$ cat src/rtl/sha1_accel_pkg.sv
// sha1_accel_pkg: shared states, SHA-1 constants and the rotate helper
package sha1_accel_pkg;
  typedef enum logic [1:0] {IDLE = 2'b00, ROUND = 2'b01, DONE = 2'b10} state_e;
  localparam int ROUNDS = 80;
  localparam logic [4:0][31:0] IV = {32'hC3D2E1F0, 32'h10325476, 32'h98BADCFE,
                                     32'hEFCDAB89, 32'h67452301};
  localparam logic [3:0][31:0] K = {32'hCA62C1D6, 32'h8F1BBCDC, 32'h6ED9EBA1, 32'h5A827999};
  function automatic logic [31:0] rotl(input logic [31:0] x, input int unsigned n);
    return (x << n) | (x >> (32 - n));
  endfunction
endpackage

$ cat src/rtl/sha1_msg_schedule.sv
// sha1_msg_schedule: 16-word circular buffer producing W_t, expanding in place from t=16
module sha1_msg_schedule
  import sha1_accel_pkg::*;
(
  input  logic              clk,
  input  logic              load_i,
  input  logic              adv_i,
  input  logic [6:0]        t_i,
  input  logic [15:0][31:0] data_i,
  output logic [31:0]       w_o
);
  logic [15:0][31:0] win_q;
  logic [3:0]        p;
  assign p = t_i[3:0];
  // slot p holds W[t-16]; it is overwritten with W[t] once consumed
  assign w_o = (t_i < 7'd16) ? win_q[p]
             : rotl(win_q[p - 4'd3] ^ win_q[p - 4'd8] ^ win_q[p - 4'd14] ^ win_q[p], 1);
  always_ff @(posedge clk)
    if (load_i) win_q <= data_i;
    else if (adv_i) win_q[p] <= w_o;
endmodule

$ cat src/rtl/sha1_chain_accel.sv
// sha1_chain_accel: one-round-per-clock SHA-1 with multi-block chaining.
// Define SHA1_ASYNC_START_EN to enable the synchronised single-block start input.
module sha1_chain_accel
  import sha1_accel_pkg::*;
#(
  parameter int MAX_BLOCKS  = 16,
  parameter int SYNC_STAGES = 2
) (
  input  logic                               clk,
  input  logic                               reset_n,
  input  logic                               cfg_enable,
  input  logic                               in_valid,
  output logic                               in_ready,
  input  logic                               in_first,
  input  logic                               in_last,
  input  logic [15:0][31:0]                  in_data,
  input  logic                               start,
  input  logic                               err_clr,
  output logic [4:0][31:0]                   digest,
  output logic                               digest_valid,
  output logic                               busy,
  output logic [1:0]                         q_state,
  output logic [$clog2(MAX_BLOCKS+1)-1:0]    blk_cnt,
  output logic [1:0]                         err
);
  localparam int CW = $clog2(MAX_BLOCKS + 1);
  state_e            state_q, state_d;
  logic [6:0]        t_q, t_d;
  logic [4:0][31:0]  v_q, v_d, h_q, h_d, digest_q, digest_d;
  logic              dv_q, dv_d, last_q, last_d, open_q, open_d;
  logic [CW-1:0]     cnt_q, cnt_d;
  logic [1:0]        err_q, err_d, grp;
  logic              start_rise, acc, eff_first, eff_last;
  logic [31:0]       w_t, f, tmp;

`ifdef SHA1_ASYNC_START_EN
  logic [SYNC_STAGES-1:0] sync_q;
  logic                   sync_prev_q;
  always_ff @(posedge clk)
    if (!reset_n) begin
      sync_q      <= '0;
      sync_prev_q <= 1'b0;
    end else begin
      sync_q      <= {sync_q[SYNC_STAGES-2:0], start};
      sync_prev_q <= sync_q[SYNC_STAGES-1];
    end
  assign start_rise = sync_q[SYNC_STAGES-1] & ~sync_prev_q;
`else
  logic unused_start;
  localparam int unused_sync = SYNC_STAGES;
  assign unused_start = start;
  assign start_rise   = 1'b0;
`endif

  assign in_ready  = reset_n & cfg_enable & (state_q == IDLE);
  // a start edge coinciding with in_valid is simply absorbed by the handshake
  assign acc       = in_ready & (in_valid | start_rise);
  assign eff_first = ~in_valid | in_first | ~open_q;
  assign eff_last  = ~in_valid | in_last;
  assign grp = t_q < 7'd20 ? 2'd0 : t_q < 7'd40 ? 2'd1 : t_q < 7'd60 ? 2'd2 : 2'd3;
  assign f = grp == 2'd0 ? (v_q[1] & v_q[2]) | (~v_q[1] & v_q[3])
           : grp == 2'd2 ? (v_q[1] & v_q[2]) | (v_q[1] & v_q[3]) | (v_q[2] & v_q[3])
           : v_q[1] ^ v_q[2] ^ v_q[3];
  assign tmp = rotl(v_q[0], 5) + f + v_q[4] + K[grp] + w_t;

  sha1_msg_schedule u_sched (
    .clk    (clk),
    .load_i (acc),
    .adv_i  (state_q == ROUND),
    .t_i    (t_q),
    .data_i (in_data),
    .w_o    (w_t)
  );

  always_comb begin
    state_d  = state_q;
    t_d      = t_q;
    v_d      = v_q;
    h_d      = h_q;
    digest_d = digest_q;
    dv_d     = 1'b0;
    last_d   = last_q;
    open_d   = open_q;
    cnt_d    = cnt_q;
    err_d    = err_clr ? 2'b00 : err_q;
    case (state_q)
      IDLE: if (acc) begin
        v_d      = eff_first ? IV : h_q;
        h_d      = v_d;
        t_d      = '0;
        last_d   = eff_last;
        open_d   = 1'b1;
        cnt_d    = eff_first ? '0 : cnt_q;
        err_d[0] = err_d[0] | (in_valid & ~in_first & ~open_q);
        err_d[1] = err_d[1] | (~eff_first & (cnt_q == CW'(MAX_BLOCKS)));
        state_d  = ROUND;
      end
      ROUND: begin
        v_d     = {v_q[3], v_q[2], rotl(v_q[1], 30), v_q[0], tmp};
        t_d     = t_q + 7'd1;
        state_d = (t_q == 7'(ROUNDS - 1)) ? DONE : ROUND;
      end
      DONE: begin
        for (int i = 0; i < 5; i++) h_d[i] = h_q[i] + v_q[i];
        cnt_d    = (cnt_q == CW'(MAX_BLOCKS)) ? cnt_q : cnt_q + CW'(1);
        digest_d = last_q ? h_d : digest_q;
        dv_d     = last_q;
        open_d   = open_q & ~last_q;
        state_d  = IDLE;
      end
      default: state_d = IDLE;
    endcase
  end

  always_ff @(posedge clk)
    if (!reset_n) begin
      state_q  <= IDLE;
      t_q      <= '0;
      v_q      <= '0;
      h_q      <= IV;
      digest_q <= '0;
      dv_q     <= 1'b0;
      last_q   <= 1'b0;
      open_q   <= 1'b0;
      cnt_q    <= '0;
      err_q    <= '0;
    end else begin
      state_q  <= state_d;
      t_q      <= t_d;
      v_q      <= v_d;
      h_q      <= h_d;
      digest_q <= digest_d;
      dv_q     <= dv_d;
      last_q   <= last_d;
      open_q   <= open_d;
      cnt_q    <= cnt_d;
      err_q    <= err_d;
    end

  assign digest       = digest_q;
  assign digest_valid = dv_q;
  assign busy         = state_q != IDLE;
  assign q_state      = state_q;
  assign blk_cnt      = cnt_q;
  assign err          = err_q;
endmodule

$ cat config.mk
export PLATFORM = sky130hd
export DESIGN_NAME = sha1_chain_accel
export DESIGN_NICKNAME = d
export VERILOG_FILES = /design/src/rtl/sha1_accel_pkg.sv /design/src/rtl/sha1_msg_schedule.sv /design/src/rtl/sha1_chain_accel.sv
export SDC_FILE = /design/constraint.sdc
export NUM_CORES = 2
export LEC_CHECK = 0
export CORE_MARGIN = 5
export CORE_UTILIZATION = 40
export DETAILED_ROUTE_END_ITERATION = 12
export GPL_TIMING_DRIVEN = 0
export SLEW_MARGIN = 20
export SYNTH_ARGS = -nofsm -noshare
export SYNTH_HDL_FRONTEND = slang
export SYNTH_SLANG_ARGS = --single-unit
$ cat constraint.sdc
create_clock -name clk -period 10.86 [get_ports clk]
set_input_delay 1.629 -clock clk [delete_from_list [all_inputs] [get_ports clk]]
set_output_delay 1.629 -clock clk [all_outputs]
set_load 0.02 [all_outputs]
==> reports/metrics.yaml <==
run_status:
  status: "complete, no violations"
die:
  ios: 692
  die-area_mm2: 0.167
  std_cell_rows: 146
  fp.dieW_um: 409
  start_util_pct: 40.2
  die_height_um: 409
  coreArea_mm2: 0.158
cts:
  cts_sinks: 1011
  cts-resized-gates: 0
  cts_hold_buf: 0
  root_buffer: "clkbuf_16"
  clkTransAtPathRegs_ns: 0.06
  clkLatencyLatePin_ns: 0.80
  cts_buffer_depth: 3
  htree_levels: 3
  cts_tree: "yes"
  cts_made_buffers: 116
  cts_setup_buffers: 0
pwr:
  power_density_mw_per_mm2: 139
  p_leak_nw: 28.9
  p_total_w: 0.0108
  ir_drop_v: 0.000149
sta:
  drv_slew: 0
  setup_viol: 0
  max_freq_mhz: 97.9
  fin_crit_ns: 10.22
  fin_tns_setup_ns: 0
  rsz0062_at_grt: "no"
  worstMarginPinSlew_ns: 1.31
  hold_violations: 0
  relSlewSlack_pct: 12.4
  fin_crit_sh_pct: 94.1
  finalClockSkew_ns: 0.0497
synthesis:
  synthArstFlopShare_pct: 0
  synth-seq-cells: 1011
  ys.flop_type: "edfxtp_1"
  netlist_area_mm2: 0.0635
  synth_edf_count: 512
  netlist.area_leader.share_pct: 24.2
  synth_top_area_cell: "edfxtp_1"
  ys_warn_count: 0
  ys_types: 81
  netlist_instances: 5466
  synth_area_per_cell_um2: 11.6
  seq_area_frac_synth_pct: 39.9
  synth_area_leaders: "edfxtp_1 (24%), mux4_2 (16%), dfxtp_1 (16%)"
  syn_nets: 6339
finish:
  final_common_cell: "clkdlybuf4s50_1"
  nets: 7178
  area_growth_syn_to_layout_pct: 22.9
  drive_gt1_share_pct: 14.3
  final_cell_mix: "clkdlybuf4s50_1 (690), a22o_1 (631), edfxtp_1 (512)"
  final-instance-count-excl-fill: 8491
detailed_routing:
  vias: 58500
  drc: 0
  postRouteAntennaNets: 0
  drt-initial-drc-count: 9155
  wirelength_um: 351000
  wl_per_cell_um: 41.3
  detail_route.vias_per_cell: 6.89
  dr.pass1.iters: 10
run:
  drv_cap: 0
placement:
  port_buffers: 690
  gp_congestion: 1.03
  dp_cells: 8259
  dp_hpwl_um: 275000
global_route:
  antenna_found_initial: 20
  grt_remaining_overflow: 0
  grt_pass1_wl_um: 467000
  grt_pass1_vias: 55100
  grt_max_degree: 20
  grt_use_total_pct: 40.3
min_path:
  hold_class: "reg -> reg"
worst_setup_path:
  worst-endpoint-required_ns: 11.48
  slowest_delay_ns: 0.71
  critPathMaxFanout: 10
  path_common_cell: "buf_2"
  worst_path_max_delay_cell: "buf_2"
  critical_path_class: "reg -> reg"
  startpoint_type: "register"
  worstPathArrival_ns: 10.84
  end_kind: "register"
==> synth_stat cells (125+ instances only) <==
master    instances
xnor2_1         176
inv_1           128
a22o_1          631
o21ai_0         330
mux4_2          448
edfxtp_1        512
a21oi_1         201
fa_1            125
nor2_1          306
clkbuf_1        299
ha_1            228
dfxtp_1         499
nand2_1         406
==> routing by layer <==
layer  vias to the layer above  global-route usage [%]  share of wire [%]
met2                      5052                    61.6                 43
met1                     29200                    48.4                 35
li1                      23100                       -                  -
met4                         8                    28.0                9.1
met3                      1177                    13.0                 13
met5                         -                       0              0.021
==> cells by family after synthesis <==
logic type | synth area share, %
xor gates and xnor gates | 3.74
buffers and inverters | 3.62
adders and majority gates | 8.43
DFF | 39.9
muxes | 17.9
and+or+nand+nor | 6.94
AOI/OAI and AO/OA | 19.4
==> per-stage QoR <==
| stage | setup slack (ns) | utilization [%] | hold slack, ns | area (um^2) |
|---|---|---|---|---|
| 6_report | 0.640 | 49.4 | 0.457 | 78100 |
| 3_5_place_dp | 0.930 | 46.8 | 0.445 | 74000 |
| 5_1_grt | 0.418 | 49.4 | 0.484 | 78100 |
| 3_3_place_gp | 0.425 | 46.2 | 0.439 | 73000 |
| 2_1_floorplan | 3.76 | - | 0.449 | 63500 |
| 4_1_cts | 0.901 | 49.4 | 0.461 | 78100 |
==> final cells by class <==
type / count / area (um^2)
fill: 14100 / 80100
sequential: 1011 / 25400
multi-input combinational: 3885 / 36100
antenna: 10 / 25.0
buffer: 439 / 1860
clock buffer: 148 / 3180
tap: 2072 / 2590
timing repair buffer: 721 / 7650
clock inverter: 74 / 875
inverter: 131 / 492
==> path summary, 6_finish.rpt <==
kind | from | end | slack (ns) | depth (start not counted)
hold / removal | digest[118] | digest[118] | 0.46 | 2
hold reg to reg | digest[118] | digest[118] | 0.46 | 2
setup / recovery | t_q[0] | v_q[23] | 0.64 | 30
setup reg to reg | t_q[0] | v_q[23] | 0.64 | 30
==> sequential cells by signal, indices dropped and copies added (netlist names) <==
name	count
u_sched.win_q	512
open_q	1
last_q	1
h_q	160
err	2
q_state	2
digest_valid	1
blk_cnt	5
t_q	7
digest	160
v_q	160
==> power breakdown <==
group / switching [W] / internal, W / total (W)
Combinational: 0.00138 / 0.000901 / 0.00228
Sequential: 0.000163 / 0.00409 / 0.00426
Clock: 0.00183 / 0.00248 / 0.00431
Total: 0.00338 / 0.00747 / 0.0108
==> critical path: cells and delay by family (launching register included) <==
family                     cells  cell delay, ns
buffers and inverters         10            3.37
muxes                          2            1.15
and+or+nand+nor                3            0.22
DFF                            1            0.51
AOI/OAI and AO/OA              8            2.89
adders and majority gates      4            1.33
xor gates and xnor gates       3            0.51
Power figures use the tool's default switching activity.
==> RTL change, RTL diff (same flow settings) <==
Register the output `err` once more, with the module's reset; this adds one clock of latency there. The other outputs are not delayed to match.
--- a/src/rtl/sha1_chain_accel.sv
+++ b/src/rtl/sha1_chain_accel.sv
@@ -142,6 +142,12 @@
   assign busy         = state_q != IDLE;
   assign q_state      = state_q;
   assign blk_cnt      = cnt_q;
-  assign err          = err_q;
+  always_ff @(posedge clk) begin
+    if (!reset_n) begin
+      err <= '0;
+    end else begin
+      err <= err_q;
+    end
+  end
 endmodule
 
Check against the original RTL: not equivalent (a bounded check fails within 4 cycles, from zero or initial values and one cycle with reset_n low).
==> RTL change against the original RTL <==
Worst hold slack got worse by 0.023 ns; die area rose by 0.35%; utilization fell by 0.097 points; worst setup slack improved by 0.25 ns; non-clock buffer count rose by 5; via count rose by 0.19%; synthesized area rose by 0.36%; count of clock-buffer cells in the layout rose by 6; sequential cell count rose by 2; sequential share of layout area rose by 0.078 points; final area barely moved; synthesized cell count rose by 1.1%; wire length rose by 1.0%; total power rose by 0.87%; largest cell class unchanged.
==> RTL change: results (changes against the original RTL) <==
* Run status: finished, final reports clean
* Adder-cell share of the synthesized area at 8.40% (-0.030 points)
* Post-route clock skew at 0.0323 ns (-0.0174 ns)
* Total GRT Usage at 40.6% (+0.27 points)
* Routed vias/inst at 6.88 (-0.21%)
* PortBufs at 689 (-0.14%)
* Hpwl dp at 278000 µm (+1.1%)
* Mux contribution to synthesized area at 17.3% (-0.63 points)
* Multi-Input Combinational at 3924 (+1.0%)
* Initial antenna violation count at 15 (-25%)
* Vias in the first global route at 55.8k (+1.4%)
* Clock network power share at 39.0% (-0.7 points)
* Worst Tran Pin Value at 1.29 ns (-0.0237 ns)
* Layout Nets at 7232 (+0.75%)
* GP Congestion at 1.03 (-0.12%)
* WHS Endpoint: err[1]
* Top cells by count, synth: a22o_1 (628), edfxtp_1 (512), dfxtp_1 (501)
* Mapped Cells at 5524 (+1.1%)
* NetSw at 3.40 mW (+0.84%)
* Non-Clock Inverter Count at 135 (+3.1%)
* M1 WL at 126000 µm (+3.3%)
* Worst path slowest cell: a21oi_2
* Layout cells sized above 1 at 14.0% (-0.28 points)
* Synthesized net count at 6397 (+0.91%)
* Clock buffers at 154 (+4.1%)
* Final WL at 355000 µm (+1.0%)
* Final-layout non-clock buffer area share at 12.1% (-0.12 points)
* Worst hold start: err_q[1]
* Antenna diodes at 8 (-2)
* Worst Setup EP: v_q[17]
* Static leakage at 29.0 nW (+0.48%)
* Top cells by area, synth: edfxtp_1 (24%), mux4_2 (16%), dfxtp_1 (16%)
* Seq_cells at 1013 (+0.20%)
* FILL cells at 14.5k (+2.4%)
* Met3 Use GR at 12.9% (-0.094 points)
* Sequential area share after synthesis at 39.8% (-0.079 points)
* Inst Count DP at 8309 (+0.61%)
* Clock network contribution to total cell area at 5.11% (-0.074 points)
* CP Data Arrival Time at 10.67 ns (-0.17 ns)
[RTL change: cell count changes in the layout (fill, tap and decap cells not counted), moves of 39 or more]
| cell | before | now |
|---|---|---|
| a222oi_1 | 75 | 11 |
| o21ai_0 | 315 | 259 |
| nand2_1 | 405 | 479 |
| a22oi_1 | 35 | 74 |
| nor2_1 | 303 | 256 |
| nand3_1 | 61 | 131 |
[RTL change: kinds of logic (layout without fill, tap and decap cells)]
family,after synthesis,count (layout)
AND/OR/NAND/NOR,1081,1081
AO/OA/AOI/OAI,1676,1676
flip-flops,1013,1013
XOR/XNOR,276,276
multiplexers,538,538
buffers and inverters,587,1508
adder cells (fa/ha/maj),353,353
other,0,8
[RTL change: worst reg2reg max path, delay by kind of cell (launching register included)]
kind / cells / cell delay (ns)
simple gates: 4 / 0.57
fa+ha+maj: 4 / 1.16
xor+xnor: 2 / 0.59
flops: 1 / 0.53
compound gates: 9 / 2.48
mux: 2 / 0.95
buf+inv: 10 / 3.62
